`config.mk`:
```
export PLATFORM = sky130hd
export DESIGN_NAME = sc_spi_xfer_seq
export DESIGN_NICKNAME = d
export VERILOG_FILES = /design/src/rtl/sc_spi_pkg.sv /design/src/rtl/sc_spi_wbuf.sv /design/src/rtl/sc_spi_xfer_seq.sv
export SDC_FILE = /design/constraint.sdc
export NUM_CORES = 1
export LEC_CHECK = 0
export ABC_AREA = 1
export ABC_CLOCK_PERIOD_IN_PS = 9200
export CORE_MARGIN = 4
export CORE_UTILIZATION = 46
export DETAILED_ROUTE_END_ITERATION = 12
export MAX_ROUTING_LAYER = met4
export SYNTH_ARGS = -nofsm -noshare
export SYNTH_HDL_FRONTEND = slang
export SYNTH_SLANG_ARGS = --single-unit
export TNS_END_PERCENT = 1
```
`constraint.sdc`:
```
create_clock -name SPICLK -period 9.2 [get_ports SPICLK]
set_input_delay 1.84 -clock SPICLK [delete_from_list [all_inputs] [get_ports SPICLK]]
set_output_delay 1.84 -clock SPICLK [all_outputs]
set_load 0.01 [all_outputs]
```
`src/rtl/sc_spi_pkg.sv`:
```
// rtl/sc_spi_pkg.sv - shared constants, FSM encodings and frame-width helper for the SPI transfer sequencer
package sc_spi_pkg;

    localparam int NWORD = 16;
    localparam int AW    = 4;

    localparam logic [2:0] ST_IDLE  = 3'd0;
    localparam logic [2:0] ST_START = 3'd1;
    localparam logic [2:0] ST_WBSY  = 3'd2;
    localparam logic [2:0] ST_RUN   = 3'd3;
    localparam logic [2:0] ST_NEXT  = 3'd4;

    // Number of 32-bit words one frame occupies, 1..16, from the upper DWIDTH bits.
    function automatic logic [4:0] fw(input logic [3:0] dwidth_hi);
        return {1'b0, dwidth_hi} + 5'd1;
    endfunction

endpackage

```
`src/rtl/sc_spi_wbuf.sv`:
```
// rtl/sc_spi_wbuf.sv - NWORD x 32 register file, one write port, one asynchronous read port
//
// Ports:
//   SPICLK      write clock
//   we/waddr/wdata   write strobe, address, data (written on the clock edge)
//   raddr/rdata      asynchronous read address and data
// Contents are not reset.
module sc_spi_wbuf
    import sc_spi_pkg::*;
(
    input  logic          SPICLK,
    input  logic          we,
    input  logic [AW-1:0] waddr,
    input  logic [31:0]   wdata,
    input  logic [AW-1:0] raddr,
    output logic [31:0]   rdata
);

    logic [31:0] mem [NWORD];

    always_ff @(posedge SPICLK) begin
        if (we) begin
            mem[waddr] <= wdata;
        end
    end

    assign rdata = mem[raddr];

endmodule

```
`src/rtl/sc_spi_xfer_seq.sv`:
```
// rtl/sc_spi_xfer_seq.sv - transfer sequencer feeding the SPI protocol engine: TX/RX word buffers and frame sequencing
//
// Ports:
//   SPICLK, SYSRSTB            clock, asynchronous active-low reset
//   TXWE/TXWADDR/TXWDATA       TX buffer write port (accepted at any time)
//   RXRADDR/RXRDATA            RX buffer read port, one-cycle latency
//   GO/ABORT/NFRAME/KEEPCS     sequence control from the register block
//   DWIDTH                     frame width minus 1, as given to the engine
//   BUSY/DONE/RXCNT/RXOVF      sequence status
//   SPISTART/SPIBUSY/CSEXTEND  engine handshake and chip-select extension
//   TXDPT/TXDATA               engine word pointer and the word served for it
//   RXDATA/RXVALID             engine received word, valid flagged by a toggle
module sc_spi_xfer_seq
    import sc_spi_pkg::*;
(
    input  logic        SPICLK,
    input  logic        SYSRSTB,
    input  logic        TXWE,
    input  logic [3:0]  TXWADDR,
    input  logic [31:0] TXWDATA,
    input  logic [3:0]  RXRADDR,
    output logic [31:0] RXRDATA,
    input  logic        GO,
    input  logic        ABORT,
    input  logic [4:0]  NFRAME,
    input  logic        KEEPCS,
    input  logic [8:0]  DWIDTH,
    output logic        BUSY,
    output logic        DONE,
    output logic [4:0]  RXCNT,
    output logic        RXOVF,
    output logic        SPISTART,
    input  logic        SPIBUSY,
    output logic        CSEXTEND,
    input  logic [3:0]  TXDPT,
    output logic [31:0] TXDATA,
    input  logic [31:0] RXDATA,
    input  logic        RXVALID
);

    logic [2:0]    state;
    logic [4:0]    rem;
    logic [4:0]    rem_dec;
    logic          keepcs;
    logic          abort_pend;
    logic          abort_now;
    logic [AW-1:0] base;
    logic [AW-1:0] rxwp;
    logic [AW-1:0] tx_raddr;
    logic [AW-1:0] rx_waddr;
    logic [4:0]    fw_w;
    logic          rxv_d;
    logic          rx_tgl;
    logic          go_acc;
    logic [31:0]   rx_rd;
    logic          dwidth_unused;

    // Only the word-count bits of the frame width matter here.
    assign dwidth_unused = ^DWIDTH[4:0];
    assign fw_w          = fw(DWIDTH[8:5]);

    assign go_acc    = GO && (state == ST_IDLE);
    assign rx_tgl    = RXVALID ^ rxv_d;
    assign rem_dec   = rem - 5'd1;
    assign abort_now = abort_pend | ABORT;
    assign SPISTART  = (state == ST_START);

    // The engine samples TXDATA in the same cycle it moves TXDPT, so the
    // TX read path stays combinational.
    assign tx_raddr = base + TXDPT;

    // A toggle landing on the GO edge belongs to the new sequence: slot 0.
    assign rx_waddr = go_acc ? '0 : rxwp;

    sc_spi_wbuf u_txbuf (
        .SPICLK (SPICLK),
        .we     (TXWE),
        .waddr  (TXWADDR),
        .wdata  (TXWDATA),
        .raddr  (tx_raddr),
        .rdata  (TXDATA)
    );

    sc_spi_wbuf u_rxbuf (
        .SPICLK (SPICLK),
        .we     (rx_tgl),
        .waddr  (rx_waddr),
        .wdata  (RXDATA),
        .raddr  (RXRADDR),
        .rdata  (rx_rd)
    );

    // RX capture runs in every state; the slot is written even once the
    // count has saturated, which is what flags the overflow.
    always_ff @(posedge SPICLK or negedge SYSRSTB) begin
        if (!SYSRSTB) begin
            rxv_d   <= 1'b0;
            rxwp    <= '0;
            RXCNT   <= 5'd0;
            RXOVF   <= 1'b0;
            RXRDATA <= 32'd0;
        end else begin
            rxv_d   <= RXVALID;
            RXRDATA <= rx_rd;
            if (go_acc) begin
                rxwp  <= {{(AW-1){1'b0}}, rx_tgl};
                RXCNT <= {4'd0, rx_tgl};
                RXOVF <= 1'b0;
            end else if (rx_tgl) begin
                rxwp <= rxwp + 4'd1;
                if (RXCNT == 5'(NWORD)) begin
                    RXOVF <= 1'b1;
                end else begin
                    RXCNT <= RXCNT + 5'd1;
                end
            end
        end
    end

    always_ff @(posedge SPICLK or negedge SYSRSTB) begin
        if (!SYSRSTB) begin
            state      <= ST_IDLE;
            rem        <= 5'd0;
            keepcs     <= 1'b0;
            abort_pend <= 1'b0;
            base       <= '0;
            BUSY       <= 1'b0;
            DONE       <= 1'b0;
            CSEXTEND   <= 1'b0;
        end else begin
            DONE <= 1'b0;

            // Outside IDLE an abort cannot stop the running frame; it only
            // drops CS extension and prevents the next start.
            if (ABORT && (state != ST_IDLE)) begin
                abort_pend <= 1'b1;
                CSEXTEND   <= 1'b0;
            end

            case (state)
                ST_IDLE: begin
                    if (GO) begin
                        base       <= '0;
                        keepcs     <= KEEPCS;
                        abort_pend <= 1'b0;
                        CSEXTEND   <= KEEPCS | (NFRAME > 5'd1);
                        if (NFRAME == 5'd0) begin
                            DONE <= 1'b1;
                        end else begin
                            rem   <= NFRAME;
                            BUSY  <= 1'b1;
                            state <= ST_START;
                        end
                    end else if (ABORT) begin
                        CSEXTEND <= 1'b0;
                    end
                end
                ST_START: begin
                    state <= ST_WBSY;
                end
                ST_WBSY: begin
                    if (SPIBUSY) begin
                        state <= ST_RUN;
                    end
                end
                ST_RUN: begin
                    if (!SPIBUSY) begin
                        state <= ST_NEXT;
                    end
                end
                ST_NEXT: begin
                    rem  <= rem_dec;
                    base <= base + fw_w[AW-1:0];
                    if ((rem_dec != 5'd0) && !abort_now) begin
                        state    <= ST_START;
                        // Entering the last frame hands CS over to keepcs.
                        CSEXTEND <= (rem_dec > 5'd1) | keepcs;
                    end else begin
                        state      <= ST_IDLE;
                        DONE       <= 1'b1;
                        BUSY       <= 1'b0;
                        abort_pend <= 1'b0;
                        CSEXTEND   <= abort_now ? 1'b0 : keepcs;
                    end
                end
                default: begin
                    state <= ST_IDLE;
                end
            endcase
        end
    end

endmodule

```
After elaboration in Yosys (flattened, before gate mapping)
Memory sizes are Yosys's and may differ from the RTL's. A register that Yosys moved wholly into a read port is not among the register bits.
Index checks and enable logic that the tools add are counted.
Widths: inputs -> output; s select.

word-level totals
  bits in registers = 28
  latch bits = 0
  bits in writable memories = 1024
  bits in read-only memories = 0
  bits of input ports = 98
  output and inout bits = 74
  memories = 2

memory list
  name         depth  bits a word  rd ports  clocked after Yosys merged registers in  write ports  line               text
  u_rxbuf.mem  16     32           1         1                                        1            sc_spi_wbuf.sv:19  logic [31:0] mem [NWORD];
  u_txbuf.mem  16     32           1         0                                        1            sc_spi_wbuf.sv:19

operators by class
  $add $sub $neg = 6
  $mul = 0
  div/mod/pow operators = 0
  $lt $le $gt $ge = 2
  eq/ne operators = 11
  shift operators = 0
  muxes and demuxes = 42
  bitwise gates (word level) = 4
  reduce and logical (&&, ||, !) cells = 19

operator list
  kind                 count
  $mux 5               5
  $mux 1               22
  $mux 4               4
  $pmux 3 s5           1
  $mux 3               4
  $ne 2x2->1 const B   6
  $gt 5x1->1 const B   2
  $pmux 5 s2           1
  $add 4x1->4 const B  2
  $add 4x4->4          2
  $pmux 1 s2           4
  $pmux 4 s2           1
  $reduce_and 2->1     4
  $reduce_and 4->1     2
  $eq 3x2->1 const B   2
  $reduce_bool 2->1    3
  $add 5x1->5 const B  1
  $eq 5x5->1 const B   1
  $logic_not 5->1      1
  $reduce_bool 5->1    1
  $sub 5x1->5 const B  1
  $eq 3x1->1 const B   1
  $eq 3x3->1 const B   1
  $logic_and 1x1->1    3
  6 further kinds      9

Depth between registers and ports, before layout
Gate-level depths: netlist of the first run.

  depth after elaboration = 6
  depth in mapped cells = 11
  mapped depth without buffers = 11

By module
A second synthesis of the first run with hierarchy kept.

unflattened totals
  cell total of the unflattened synthesis = 4434
  area, all modules = 46839.9 um^2

by module, submodules not included
  module           instances  cells each  area each (um^2)
  sc_spi_wbuf      2          2088        22089.9
  sc_spi_xfer_seq  1          258         2660.1

Worst setup path before layout of the first run
OpenSTA, ideal clock, no wires.

  kind = input-to-output
  from = input TXDPT[0]
  to = output TXDATA[0]
  arrival = 3.460 ns
  data required time = 7.360 ns
  slack = 3.900 ns
  cell stages on the path = 9
  cells stage by stage = ha_1 inv_1 fa_1 buf_2 buf_1 o211ai_1 nand3_1 o21ai_1 o21ai_1

between the ends
  word-level cells in the longest chain between the ends = 2

RTL lines
  item             line                   text
  start, declared  sc_spi_xfer_seq.sv:35  input logic [3:0] TXDPT,
  $add 4x4->4      sc_spi_xfer_seq.sv:70  assign tx_raddr = base + TXDPT;
  $mem_v2 16x32    -
  end, declared    sc_spi_xfer_seq.sv:36  output logic [31:0] TXDATA,

Every way passes these cells.

Worst setup path in the final report of the first run
  from = input TXDPT[0]
  to = output TXDATA[8]

Same word-level chain as after synthesis.

==> summary.txt, run 1 <==
Timing
  – Final worst path period share: 79.89%
  – Endpoints failing hold: 0
  – Slew HR: 20.20%
  – RSZ-0062 raised after global routing: no
  – Final setup violation count: 0
  – Achievable Freq: 136.1 MHz
  – Max Clock Skew: 0.009261 ns
  – Crit path time final: 7.350 ns
  – Pins Over Slew Limit: 0
  – Fin Setup TNS: 0 ns
  – Worst-margin pin slew: 1.197 ns

Drt
  – Max Used Layer: met4
  – Via Count: 26278
  – Routed Wire Length: 98660 µm
  – Final ANT Viol Nets: 0
  – Starting DRT DRC Count: 2166
  – Met3 WL: 5410 µm
  – DRT met1 WL: 40730 µm
  – # DRC: 0
  – Pre-Repair DR Iteration Count: 5
  – Via/cell ratio: 5.226
  – Routed wl met2: 50110 µm
  – Per-cell routed wire length: 19.62 µm

Die
  – Die Y: 318.2 µm
  – Core ar.: 0.09529 mm²
  – Chip Width: 318.2 µm
  – # rows: 113
  – DIE AREA: 0.1013 mm²
  – IO Count: 172
  – Initial core utilization: 46.46%

Job
  – Max-cap viol count: 0

Yosys
  – Share of the synthesized area in the top cell type: 69.45%
  – Mapped Cells: 3537
  – Syn avg cell area: 12.52 µm²
  – Seq/Total Area, Yosys: 72.84%
  – Synthesis warning total: 0
  – Main synth FF type: edfxtp_1
  – Top cell type by total area after synthesis: edfxtp_1
  – Ys async rst share: 5.535%
  – Post-synth EDFFs: 1024
  – Synth area leaders: edfxtp_1 69%, inv_1 4.7%, nand3_1 3.9%, o211ai_1 3.9%, dfrtp_1 3.4%
  – Post-synth top cells: 1024 x edfxtp_1, 560 x inv_1, 352 x nand2_1, 342 x nand3_1, 298 x o21ai_0
  – Syn Nets: 3649
  – Cell with the most instances after synthesis: edfxtp_1
  – Mapped cell area: 0.04427 mm²
  – Flops & latches, synth: 1084
  – Unique cell type count in the Yosys netlist: 35

Pwr
  – Leak pwr: 18.59 nW
  – Clock share of power: 32.1%
  – VDD IR max: 0.0001904 V
  – Power Dens Cells: 272.7 mW/mm²
  – Sequential cell fraction of total power: 42.1%
  – Internal: 0.009624 W
  – Sw frac: 30.40%
  – Sw Pwr: 0.004203 W
  – Comb power frac: 25.8%

Placed design
  – Placer congestion estimate: 0.7470
  – PortBufs: 166
  – Placed Instance Area: 0.04704 mm²
  – Hpwl dp: 48180 µm

Cells and area
  – Fillers: 8012
  – Area delta synth->final: 14.52%
  – Design area: 0.05070 mm²
  – Final #Nets: 3771
  – Proportion of layout cells with a drive suffix above 1: 7.164%

Clocking
  – Hold-fix buffers, CTS: 0
  – PostCTS Resize Cnt: 0
  – Root Driver: clkbuf_16
  – CTS clock-pin slew for the worst setup and hold paths: 0.06 ns
  – CTS Buffer Depth: 3
  – CTS sink count: 1084
  – Latest clock arrival within the worst-skew pair: 0.68 ns
  – CTS tree: yes
  – CTS Buf Count: 110
  – H-tree depth: 3
  – Post-CTS setup buffer count: 0

GRT
  – Gr ovfl total: 0
  – Initial antenna violation count: 8
  – Vias in the first global route: 24615
  – First-pass GRT wire length: 148400 µm
  – GR Util All Layers: 19.66%
  – Largest net degree at the start of global routing: 258

Hold path
  – Hold Crit Start: keepcs$_DFFE_PN0P_
  – Hold WC Path Type: flop to flop

Setup path
  – Crit. Startpoint: TXDPT[0]
  – Setup crit end kind: output port
  – Data required, critical path: 7.36 ns
  – FF-to-FF Start: rxv_d$_DFF_PN0_
  – Critical path type: input port to output port
  – Worst Path Arrival: 5.51 ns
  – Worst Path Max Fanout: 43
  – Worst setup SP type: input port

Status
  – Outcome: completed
## state kept, by name, summed over array words and instances, names as in the netlist
name         count
abort_pend       1
rxv_d            1
RXOVF            1
base             4
keepcs           1
rxwp             4
u_txbuf.mem    512
RXCNT            5
CSEXTEND         1
DONE             1
state            3
BUSY             1
rem              5
RXRDATA         32
u_rxbuf.mem    512
## layout make-up
cell class              count  area (µm²)  area share, %
well taps                1265        1583          3.122
clock buffers             153        3065          6.046
repair buffers            223        2163          4.267
inverters                 563        2113          4.168
diodes                      8       20.02        0.03948
flip-flops and latches   1084       32250          63.61
multi-input cells        1677        8926          17.60
clock inverters            55       581.8          1.147
## metal layers
metal  vias to the layer above  GRT usage [%]
met1                     12660          24.27
met3                       197          3.438
met4                         0          5.311
met5                         -              -
li1                      12782              -
met2                       639          33.69
## critical path, cell delays in order
cell	delay, ns
clkdlybuf4s50_1	0.52
ha_4	0.15
inv_1	0.04
fa_4	1.13
buf_4	0.50
o21ai_0	0.16
a21oi_1	0.14
o21ai_1	0.08
o21ai_1	0.29
clkdlybuf4s50_1	0.60
## stage by stage
stage / total power, W / utilization, % / setup WS [ns] / instances / hold slack (ns)
floorplan: 0.008259 / - / 3.900 / 3537 / 0.4444
global placement: 0.009504 / 49.36 / 1.810 / 4812 / 0.4704
detailed placement: 0.009547 / 49.36 / 1.787 / 4812 / 0.4800
CTS: 0.01399 / 53.19 / 1.779 / 5020 / 0.4942
global route: 0.01459 / 53.21 / 1.662 / 5028 / 0.5216
finish: 0.01383 / 53.21 / 1.850 / 5028 / 0.4876
## cells in the final DEF (no fill, tap or decap), drive strengths merged, types with 4 or more instances in the layout
master,instances
a21oi,295
buf,61
bufinv,10
clkbuf,154
clkdlybuf4s50,161
clkinv,37
clkinvlp,4
dfrtp,60
diode,8
edfxtp,1024
ha,12
inv,567
nand2,353
nand3,342
nor2,40
nor3,15
o211ai,228
o21ai,370
xor2,5
## cell families after synthesis
group | after synthesis | share of synthesized area (%)
flip-flops | 1084 | 72.84
AO/OA/AOI/OAI | 899 | 11.49
buffers and inverters | 776 | 7.557
AND/OR/NAND/NOR | 757 | 7.481
adder cells (fa/ha/maj) | 14 | 0.4296
XOR/XNOR | 7 | 0.1978
## worst paths after layout
| check | endpoint | slack (ns) | cells past startpoint |
|---|---|---|---|
| setup / recovery | TXDATA[8] | 1.85 | 10 |
| hold / removal | keepcs$_DFFE_PN0P_ | 0.49 | 2 |
| setup reg to reg | u_rxbuf.mem[10][28]$_DFFE_PP_ | 6.17 | 4 |
| hold reg to reg | keepcs$_DFFE_PN0P_ | 0.49 | 2 |
| max in group asynchronous | RXRDATA[9]$_DFF_PN0_ | 7.15 | 2 |
| min in group asynchronous | RXRDATA[22]$_DFF_PN0_ | 1.07 | 1 |
## power groups by stage
stage | logic [W] | registers, W | clock network, W
after floorplan | 0.00234 | 0.00592 | 0
after global placement | 0.00359 | 0.00591 | 0
after detailed placement | 0.00363 | 0.00592 | 0
after CTS | 0.00364 | 0.00582 | 0.00454
after global routing | 0.00401 | 0.00584 | 0.00475
final | 0.00357 | 0.00582 | 0.00444
(Power assumes the default switching activity.)
==> run 2: changes to the inputs <==
--- a/config.mk
+++ b/config.mk
@@ -6,11 +6,12 @@
 export NUM_CORES = 1
 export LEC_CHECK = 0
 export ABC_AREA = 1
-export ABC_CLOCK_PERIOD_IN_PS = 9200
+export ABC_CLOCK_PERIOD_IN_PS = 6400
 export CORE_MARGIN = 4
 export CORE_UTILIZATION = 46
 export DETAILED_ROUTE_END_ITERATION = 12
 export MAX_ROUTING_LAYER = met4
+export PLACE_DENSITY = 0.65
 export SYNTH_ARGS = -nofsm -noshare
 export SYNTH_HDL_FRONTEND = slang
 export SYNTH_SLANG_ARGS = --single-unit
==> constraint.sdc (replaced) <==
create_clock -name SPICLK -period 6.4 [get_ports SPICLK]
set_input_delay 1.28 -clock SPICLK [delete_from_list [all_inputs] [get_ports SPICLK]]
set_output_delay 1.28 -clock SPICLK [all_outputs]
set_load 0.01 [all_outputs]
==> summary.txt, run 2 (synthesized netlist as in run 1, its figures left out) <==
Timing
  – Achievable Freq: 172.1 MHz
  – Slew HR: 21.79%
  – Pins Over Slew Limit: 0
  – RSZ-0062 raised after global routing: no
  – Final setup violation count: 0
  – Worst-margin pin slew: 1.170 ns
  – Final worst path period share: 90.81%
  – Crit path time final: 5.812 ns
  – Fin Setup TNS: 0 ns
  – Max Clock Skew: 0.02128 ns
  – Endpoints failing hold: 0
  – WHS: 0.4837 ns

Die
  – Initial core utilization: 46.46%
  – Chip Width: 318.2 µm
  – DIE AREA: 0.1013 mm²
  – Core ar.: 0.09529 mm²
  – Die Y: 318.2 µm
  – IO Count: 172
  – # rows: 113

Hold path
  – Hold Crit Start: keepcs$_DFFE_PN0P_
  – Hold WC Path Type: flop to flop

Cells and area
  – Flip-flop and latch area: 0.03225 mm²
  – Final #Nets: 3791
  – Multi-input logic area: 0.008926 mm²
  – Largest regs: u_rxbuf.mem: 512 flops, u_txbuf.mem: 512 flops, RXRDATA: 32 flops
  – Final non-filler cell total: 5045
  – Proportion of layout cells with a drive suffix above 1: 7.266%
  – Commonest non-fill, non-tap cell in the layout: edfxtp_1
  – Fillers: 7877
  – Fin util: 53.25%
  – Commonest cells after routing, fill and taps aside: 1024 x edfxtp_1, 559 x inv_1, 352 x nand2_1
  – Area delta synth->final: 14.62%

Setup path
  – CP cell instances: clkdlybuf4s50_1 > ha_4 > inv_1 > fa_4 > buf_12 > buf_4 > o21ai_0 > a21oi_1 > o21ai_1 > o21ai_1 > clkdlybuf4s50_1
  – Setup crit end kind: output port
  – Buf/Inv on CP: 5
  – Max stage delay on crit path: 0.99 ns
  – FF-to-FF Start: state[0]$_DFFE_PN0P_
  – CP max stage cell: fa_4
  – Delay-heaviest family, CP: buffers and inverters
  – Data required, critical path: 5.12 ns
  – Worst setup SP type: input port
  – Crit. Startpoint: TXDPT[0]
  – Critical path type: input port to output port
  – Worst Path Max Fanout: 44
  – Worst Path Arrival: 4.53 ns

Pwr
  – Total power: 0.01975 W
  – Power Dens Cells: 389.1 mW/mm²
  – VDD IR max: 0.0003053 V
  – Leak pwr: 18.60 nW

Placed design
  – Placer congestion estimate: 0.7906
  – Hpwl dp: 50090 µm
  – Placed Cells: 4833
  – PortBufs: 166

Drt
  – Starting DRT DRC Count: 2414
  – Via Count: 26639
  – Pre-Repair DR Iteration Count: 5
  – Per-cell routed wire length: 19.39 µm
  – Final ANT Viol Nets: 0
  – Via/cell ratio: 5.280
  – # DRC: 0
  – Routed Wire Length: 97830 µm

Clocking
  – CTS Buffer Depth: 3
  – Latest clock arrival within the worst-skew pair: 0.68 ns
  – CTS tree: yes
  – CTS sink count: 1084
  – H-tree depth: 3
  – Post-CTS setup buffer count: 0
  – Root Driver: clkbuf_16
  – Hold-fix buffers, CTS: 0
  – CTS Buf Count: 109
  – CTS clock-pin slew for the worst setup and hold paths: 0.05 ns
  – PostCTS Resize Cnt: 0

GRT
  – Initial antenna violation count: 8
  – Gr ovfl total: 0
  – Vias in the first global route: 25067
  – GR Util All Layers: 19.51%
  – Largest net degree at the start of global routing: 193
  – First-pass GRT wire length: 148900 µm

Status
  – Outcome: completed

Job
  – Max-cap viol count: 0
## run 2: cell count changes in the layout (fill, tap and decap cells not counted), sizes merged
| cell | previous run | this run |
|---|---|---|
| clkinv | 37 | 42 |
| diode | 8 | 9 |
| clkbuf | 154 | 152 |
| buf | 61 | 82 |
| bufinv | 10 | 4 |
| inv | 567 | 565 |
## run 2: worst paths after layout
check	endpoint	slack, ns	cells past startpoint
min in group asynchronous	RXRDATA[21]$_DFF_PN0_	0.54	1
hold reg to reg	keepcs$_DFFE_PN0P_	0.48	2
setup reg to reg	u_rxbuf.mem[5][2]$_DFFE_PP_	3.14	9
setup / recovery	TXDATA[22]	0.59	11
max in group asynchronous	DONE$_DFF_PN0_	4.91	2
hold / removal	keepcs$_DFFE_PN0P_	0.48	2
## run 2: stage by stage
step	setup WS, ns	instance area [µm²]
after floorplan	1.903	44270
after global placement	0.5687	47350
final	0.5880	50750
after global routing	0.4192	50740
after detailed placement	0.5489	47350
after CTS	0.5701	50720
## run 2: layout make-up
| type | instances | share of cell area, % |
|---|---|---|
| timing repair buffer | 244 | 4.889 |
| clock inverter | 52 | 0.7323 |
| clock buffer | 151 | 5.910 |
| sequential | 1084 | 63.55 |
| tap | 1265 | 3.119 |
| antenna | 9 | 0.04438 |
| inverter | 563 | 4.164 |
| multi-input combinational | 1677 | 17.59 |
## run 2: metal layers
metal | global-route usage (%) | wire, µm | vias up
li1 | - | - | 12822
met1 | 24.94 | 41570 | 12946
met2 | 32.51 | 48210 | 701
met3 | 3.305 | 5751 | 170
met4 | 5.381 | 2304 | 0
met5 | - | 0 | -
## run 2: power breakdown
part	internal (W)	switching [W]	leakage, nW	total [W]
logic	0.00206	0.00333	6.97	0.00539
registers	0.00823	0.000135	9.99	0.00836
clock network	0.00342	0.00257	1.64	0.00599
## run 2: tightest hold or removal path, delay by kind of cell (launching register included)
family	cells	cell delay, ns
flip-flops	1	0.34
AND/OR/NAND/NOR	1	0.05
AO/OA/AOI/OAI	1	0.06
